**src/rtl/lcd_timing_pkg.sv**
```systemverilog
// Shared timing defaults, frame-total helper and RGB565 colour-bar constants
// for the 480x272 LCD timing generator.
package lcd_timing_pkg;

    localparam int DEF_H_ACTIVE = 480;
    localparam int DEF_H_FP     = 2;
    localparam int DEF_H_SYNC   = 41;
    localparam int DEF_H_BP     = 2;
    localparam int DEF_V_ACTIVE = 272;
    localparam int DEF_V_FP     = 2;
    localparam int DEF_V_SYNC   = 10;
    localparam int DEF_V_BP     = 2;
    localparam int DEF_CNT_W    = 10;

    localparam logic [15:0] RGB_WHITE   = 16'hFFFF;
    localparam logic [15:0] RGB_YELLOW  = 16'hFFE0;
    localparam logic [15:0] RGB_CYAN    = 16'h07FF;
    localparam logic [15:0] RGB_GREEN   = 16'h07E0;
    localparam logic [15:0] RGB_MAGENTA = 16'hF81F;
    localparam logic [15:0] RGB_RED     = 16'hF800;
    localparam logic [15:0] RGB_BLUE    = 16'h001F;
    localparam logic [15:0] RGB_BLACK   = 16'h0000;

    function automatic int line_total(input int active, input int fp, input int sync, input int bp);
        return active + fp + sync + bp;
    endfunction

    function automatic logic [15:0] bar_colour(input logic [2:0] idx);
        case (idx)
            3'd0:    return RGB_WHITE;
            3'd1:    return RGB_YELLOW;
            3'd2:    return RGB_CYAN;
            3'd3:    return RGB_GREEN;
            3'd4:    return RGB_MAGENTA;
            3'd5:    return RGB_RED;
            3'd6:    return RGB_BLUE;
            default: return RGB_BLACK;
        endcase
    endfunction

endpackage

```
**src/rtl/lcd_colour_bars.sv**
```systemverilog
// Eight vertical RGB565 colour bars; bar index tracked with a bar-width
// down-counter reloaded at each line start, so no divider is needed.
module lcd_colour_bars
    import lcd_timing_pkg::*;
#(
    parameter int CNT_W = DEF_CNT_W,
    parameter int BAR_W = DEF_H_ACTIVE / 8
) (
    input  logic        clk,
    input  logic        rst,
    input  logic        en,
    input  logic        line_load,
    input  logic        de_next,
    output logic [15:0] rgb
);

    localparam logic [CNT_W-1:0] BAR_LAST = CNT_W'(BAR_W - 1);

    logic [CNT_W-1:0] bar_cnt;
    logic [CNT_W-1:0] bar_cnt_next;
    logic [2:0]       bar_idx;
    logic [2:0]       bar_idx_next;

    // Decoded from the next pixel position so rgb lines up with de.
    always_comb begin
        bar_cnt_next = bar_cnt;
        bar_idx_next = bar_idx;
        if (line_load) begin
            bar_cnt_next = BAR_LAST;
            bar_idx_next = '0;
        end else if (bar_cnt == '0) begin
            bar_cnt_next = BAR_LAST;
            bar_idx_next = bar_idx + 3'd1;
        end else begin
            bar_cnt_next = bar_cnt - 1'b1;
        end
    end

    always_ff @(posedge clk or posedge rst) begin
        if (rst) begin
            bar_cnt <= BAR_LAST;
            bar_idx <= '0;
            rgb     <= '0;
        end else if (en) begin
            bar_cnt <= bar_cnt_next;
            bar_idx <= bar_idx_next;
            rgb     <= de_next ? bar_colour(bar_idx_next) : 16'h0000;
        end
    end

endmodule

```
**src/rtl/lcd_timing_gen.sv**
```systemverilog
// Pixel-clock video timing generator (hsync/vsync/de/x/y, line/frame pulses).
// Define LCD_TEST_PATTERN_EN to add the rgb colour-bar output.
module lcd_timing_gen
    import lcd_timing_pkg::*;
#(
    parameter int H_ACTIVE = DEF_H_ACTIVE,
    parameter int H_FP     = DEF_H_FP,
    parameter int H_SYNC   = DEF_H_SYNC,
    parameter int H_BP     = DEF_H_BP,
    parameter int V_ACTIVE = DEF_V_ACTIVE,
    parameter int V_FP     = DEF_V_FP,
    parameter int V_SYNC   = DEF_V_SYNC,
    parameter int V_BP     = DEF_V_BP,
    parameter bit SYNC_POL = 1'b0,
    parameter int CNT_W    = DEF_CNT_W
) (
    input  logic             clk,
    input  logic             rst,
    input  logic             en,
    output logic             hsync,
    output logic             vsync,
    output logic             de,
    output logic [CNT_W-1:0] x,
    output logic [CNT_W-1:0] y,
    output logic             line_start,
    output logic             frame_start
`ifdef LCD_TEST_PATTERN_EN
    ,
    output logic [15:0]      rgb
`endif
);

    localparam int H_TOTAL = line_total(H_ACTIVE, H_FP, H_SYNC, H_BP);
    localparam int V_TOTAL = line_total(V_ACTIVE, V_FP, V_SYNC, V_BP);

    localparam logic [CNT_W-1:0] H_LAST   = CNT_W'(H_TOTAL - 1);
    localparam logic [CNT_W-1:0] V_LAST   = CNT_W'(V_TOTAL - 1);
    localparam logic [CNT_W-1:0] H_ACT    = CNT_W'(H_ACTIVE);
    localparam logic [CNT_W-1:0] V_ACT    = CNT_W'(V_ACTIVE);
    localparam logic [CNT_W-1:0] HS_FIRST = CNT_W'(H_ACTIVE + H_FP);
    localparam logic [CNT_W-1:0] HS_LAST  = CNT_W'(H_ACTIVE + H_FP + H_SYNC - 1);
    localparam logic [CNT_W-1:0] VS_FIRST = CNT_W'(V_ACTIVE + V_FP);
    localparam logic [CNT_W-1:0] VS_LAST  = CNT_W'(V_ACTIVE + V_FP + V_SYNC - 1);

    logic [CNT_W-1:0] h_cnt;
    logic [CNT_W-1:0] v_cnt;
    logic [CNT_W-1:0] h_next;
    logic [CNT_W-1:0] v_next;
    logic             h_wrap;
    logic             de_next;
    logic             hs_on;
    logic             vs_on;

    // Outputs are decoded from the next counter value so that, once
    // registered, they describe the counter held in the same cycle.
    always_comb begin
        h_wrap  = (h_cnt == H_LAST);
        h_next  = h_wrap ? '0 : h_cnt + 1'b1;
        v_next  = v_cnt;
        if (h_wrap) begin
            v_next = (v_cnt == V_LAST) ? '0 : v_cnt + 1'b1;
        end
        de_next = (h_next < H_ACT) && (v_next < V_ACT);
        hs_on   = (h_next >= HS_FIRST) && (h_next <= HS_LAST);
        vs_on   = (v_next >= VS_FIRST) && (v_next <= VS_LAST);
    end

    always_ff @(posedge clk or posedge rst) begin
        if (rst) begin
            h_cnt       <= H_LAST;
            v_cnt       <= V_LAST;
            de          <= 1'b0;
            x           <= '0;
            y           <= '0;
            hsync       <= ~SYNC_POL;
            vsync       <= ~SYNC_POL;
            line_start  <= 1'b0;
            frame_start <= 1'b0;
        end else if (en) begin
            h_cnt       <= h_next;
            v_cnt       <= v_next;
            de          <= de_next;
            x           <= de_next ? h_next : '0;
            y           <= de_next ? v_next : '0;
            hsync       <= hs_on ? SYNC_POL : ~SYNC_POL;
            vsync       <= vs_on ? SYNC_POL : ~SYNC_POL;
            line_start  <= (h_next == '0);
            frame_start <= (h_next == '0) && (v_next == '0);
        end else begin
            line_start  <= 1'b0;
            frame_start <= 1'b0;
        end
    end

`ifdef LCD_TEST_PATTERN_EN
    lcd_colour_bars #(
        .CNT_W(CNT_W),
        .BAR_W(H_ACTIVE / 8)
    ) u_bars (
        .clk      (clk),
        .rst      (rst),
        .en       (en),
        .line_load(h_next == '0),
        .de_next  (de_next),
        .rgb      (rgb)
    );
`endif

endmodule
```
**config.mk**
```make
export PLATFORM = sky130hd
export DESIGN_NAME = lcd_timing_gen
export DESIGN_NICKNAME = d
export VERILOG_FILES = /design/src/rtl/lcd_timing_pkg.sv /design/src/rtl/lcd_colour_bars.sv /design/src/rtl/lcd_timing_gen.sv
export SDC_FILE = /design/constraint.sdc
export NUM_CORES = 1
export LEC_CHECK = 0
export CORE_MARGIN = 4
export CORE_UTILIZATION = 34
export DETAILED_ROUTE_END_ITERATION = 12
export PLACE_DENSITY = 0.57
export SLEW_MARGIN = 0
export SYNTH_ARGS = -nofsm -noshare
export SYNTH_HDL_FRONTEND = slang
export SYNTH_SLANG_ARGS = --single-unit
```
**constraint.sdc**
```tcl
create_clock -name clk -period 3.65 [get_ports clk]
set_input_delay 0.73 -clock clk [delete_from_list [all_inputs] [get_ports clk]]
set_output_delay 0.73 -clock clk [all_outputs]
set_load 0.01 [all_outputs]
```
==> results.md <==
* Gr usage total at 0.140
* Largest net degree at the start of global routing at 52
* Hold Path Class: reg2reg
* Cell family with most CP delay: simple AND/OR/NAND/NOR gates
* Initial DRT Pass Iterations at 4
* TritonCTS clock tree: done
* Final Setup Violations at 0
* Compound-Gate Fraction of Synth Area at 0.192
* GP Congestion at 0.890
* Multiplexer share of the synthesized area at 0.0229
* Cell-by-cell trace of the critical path: or3_1 > or3_1 > o21a_1 > or4_4 > a21oi_4 > mux2_2
* Synth Area in Simple Gates at 0.234
* Clk_skew at 0.00342 ns
* Port buffer count at 27
* Diodes inserted at 0
* Slew Limit Fails at 0
* Core area at 0.00785 mm^2
* Hold depth at 1
* Reg2reg setup slack at 0.45 ns
* Total grt overflow at 0
* Initial Utilization at 0.355
* Status: finished, final reports clean
* Clk_lat worst skew at 0.30 ns
* DRT iter0 DRCs at 150
* Register bit total from synthesis at 45
* Num CTS Buffers at 5
* Power per cell area at 498 mW/mm^2
* # fillers at 814
* Fin nets at 327
* Post-synth EDFFs at 0
* Clock slew at the register clock pins of the worst setup and hold paths at 0.09 ns
* Row count at 32
* Post-synth top cells: 35 x dfrtp_1, 26 x nand2_1, 21 x nor2_1
* Yosys cell types at 57
* Total of max-cap violations at 0
* Setup CP Type: reg2reg
* Synth top area cells: dfrtp_1 31%, dfstp_2 9.4%, xnor2_1 4.4%
* Worst R2R End: de$_DFFE_PP0P_
* Area growth syn-to-layout at 15.2%
* Final wirelength at 6790 um
* Post-placement cell area at 0.00309 mm^2
* Pleak at 0.00129 uW
* Worst IR Drop VDD at 0.194 mV
* DRC viols at 0
* Crit Path Max Fanout at 16
* CP most frequent cell: or3_1
* RSZ-0062 raised after global routing: no
* DR vias at 2335
* Final min period at 3.20 ns
* Routed len/inst at 16.1 um
* Layout Utilization at 0.409
* Hpwl dp at 4700 um
* Peak Freq at 313 MHz
* Worst EP required at 3.89 ns
* Crit path capture type: flip-flop
* Die height at 98.5 um
* Critical Path Max Stage Delay at 0.63 ns
* Worst reg2reg path startpoint: h_cnt[6]$_DFFE_PP0P_
* Final hold violations at 0
* Clock Sinks at 45
* Syn Inst Count at 306
* Ys async rst share at 1.00
* DR vias/cell at 5.52
* Die width at 98.5 um
* Worst Path Arrival at 3.44 ns
* Fin crit share at 0.876
* Setup TNS at 0 ns
* Post-CTS Resized at 0
* Synth area leader: dfrtp_1
* Clk root buf: clkbuf_8
* # H-tree levels at 2
* Largest family of logic cells by synthesized area: simple AND/OR/NAND/NOR gates
* Hold Buf Count CTS at 0
* Layout cells sized above 1 at 0.112
* Count leader, synth: dfrtp_1
* Hold path startpoint: y[1]$_DFFE_PP0P_
* Setup Buffers After CTS at 0
* Worst Max-Slew Pin Slew at 0.940 ns
* Critical path's slowest cell: or3_1
* Syn avg cell area at 9.10 um^2
* Synth Warn # at 0
* Antenna violations before repair at 0
* Vias in the first global route at 2165
* Die area at 0.00970 mm^2
* Bufs on Longest Clock Path at 2
* Post-route antenna net violation count at 0
* Crit start category: flip-flop
* Adder-Cell Fraction of Synth Area at 0.0180
* Syn nets at 313
* Ports at 28
* Worst relative slew slack at 0.373
* Worst Path Buf+Inv at 0
* Top-area cell type share of the netlist area at 0.314
* Main synth FF type: dfrtp_1
* Synth Area in XOR/XNOR at 0.0629
* Hold Path End: y[1]$_DFFE_PP0P_
* Cell Area, Synth at 0.00279 mm^2
* Design area at 0.00321 mm^2
* Seq/Total Area, Yosys at 0.409
* Worst reg2reg path depth at 6
* First-pass GRT wire length at 11200 um
[registers in the layout, indices dropped and copies added, names as in the netlist]
| signal | cells |
|---|---|
| y | 10 |
| vsync | 1 |
| de | 1 |
| x | 10 |
| hsync | 1 |
| v_cnt | 10 |
| line_start | 1 |
| h_cnt | 10 |
| frame_start | 1 |
[layout make-up]
class / count / area, um^2 / share of cell area
clock buffers: 5 / 68.8 / 0.0215
clock inverters: 3 / 46.3 / 0.0144
inverters: 15 / 56.3 / 0.0176
multi-input cells: 222 / 1480 / 0.460
flip-flops and latches: 45 / 1140 / 0.355
well taps: 102 / 128 / 0.0398
repair buffers: 31 / 295 / 0.0920
[layout by cell type (no fill, tap or decap), drive strengths merged, types with 4 or more instances in the layout]
cell / netlist / final
clkdlybuf4s50: 0 / 26
nor2: 21 / 21
nor2b: 18 / 18
a41o: 4 / 4
nor3: 4 / 4
nand4: 9 / 9
ha: 4 / 4
nor4: 6 / 6
or3: 7 / 7
o21ai: 19 / 19
a31o: 11 / 11
nand2: 26 / 26
dfstp: 10 / 10
xor2: 6 / 6
a32o: 4 / 4
xnor2: 14 / 14
dfrtp: 35 / 35
a21oi: 5 / 5
clkbuf: 19 / 5
nand3: 13 / 13
buf: 5 / 5
inv: 15 / 15
[metal layers]
layer | part of all wire | wire length (um) | up-vias | track usage
li1 | - | - | 1130 | -
met4 | 0.0075 | 51 | 0 | 0.0315
met5 | 0 | 0 | - | 0
met1 | 0.51 | 3470 | 1123 | 0.215
met2 | 0.42 | 2820 | 76 | 0.202
met3 | 0.066 | 449 | 6 | 0.0283
[kinds of logic after synthesis]
family / count (synthesis)
buffers and inverters: 39
adder cells (fa/ha/maj): 4
AND/OR/NAND/NOR: 121
AO/OA/AOI/OAI: 71
multiplexers: 6
flip-flops: 45
XOR/XNOR: 20
[worst max path at each step]
stage / depth (start not counted) / start / slack, ns / endpoint
2_1_floorplan: 10 / h_cnt[6]$_DFFE_PP0P_ / 0.88 / y[3]$_DFFE_PP0P_
3_3_place_gp: 6 / h_cnt[6]$_DFFE_PP0P_ / 0.52 / de$_DFFE_PP0P_
3_5_place_dp: 6 / h_cnt[6]$_DFFE_PP0P_ / 0.46 / de$_DFFE_PP0P_
4_1_cts: 6 / h_cnt[6]$_DFFE_PP0P_ / 0.44 / x[2]$_DFFE_PP0P_
5_1_grt: 8 / h_cnt[0]$_DFFE_PP0P_ / 0.33 / x[2]$_DFFE_PP0P_
6_report: 6 / h_cnt[6]$_DFFE_PP0P_ / 0.45 / de$_DFFE_PP0P_
[stage by stage]
| stage | power [uW] | setup slack (ns) | hold WS, ns | instances |
|---|---|---|---|---|
| 6_report | 1600 | 0.451 | 0.493 | 423 |
| 3_5_place_dp | 1210 | 0.457 | 0.473 | 415 |
| 5_1_grt | 1690 | 0.326 | 0.529 | 423 |
| 2_1_floorplan | 1050 | 0.879 | 0.491 | 306 |
| 4_1_cts | 1610 | 0.442 | 0.498 | 423 |
| 3_3_place_gp | 1200 | 0.521 | 0.474 | 415 |
[power breakdown]
| group | internal (uW) | leakage [uW] | switching [uW] |
|---|---|---|---|
| sequential | 585 | 0.000571 | 130 |
| combinational | 229 | 0.000666 | 266 |
| clock | 205 | 0.0000543 | 182 |
| total | 1020 | 0.00129 | 578 |
(Power assumes the default switching activity.)
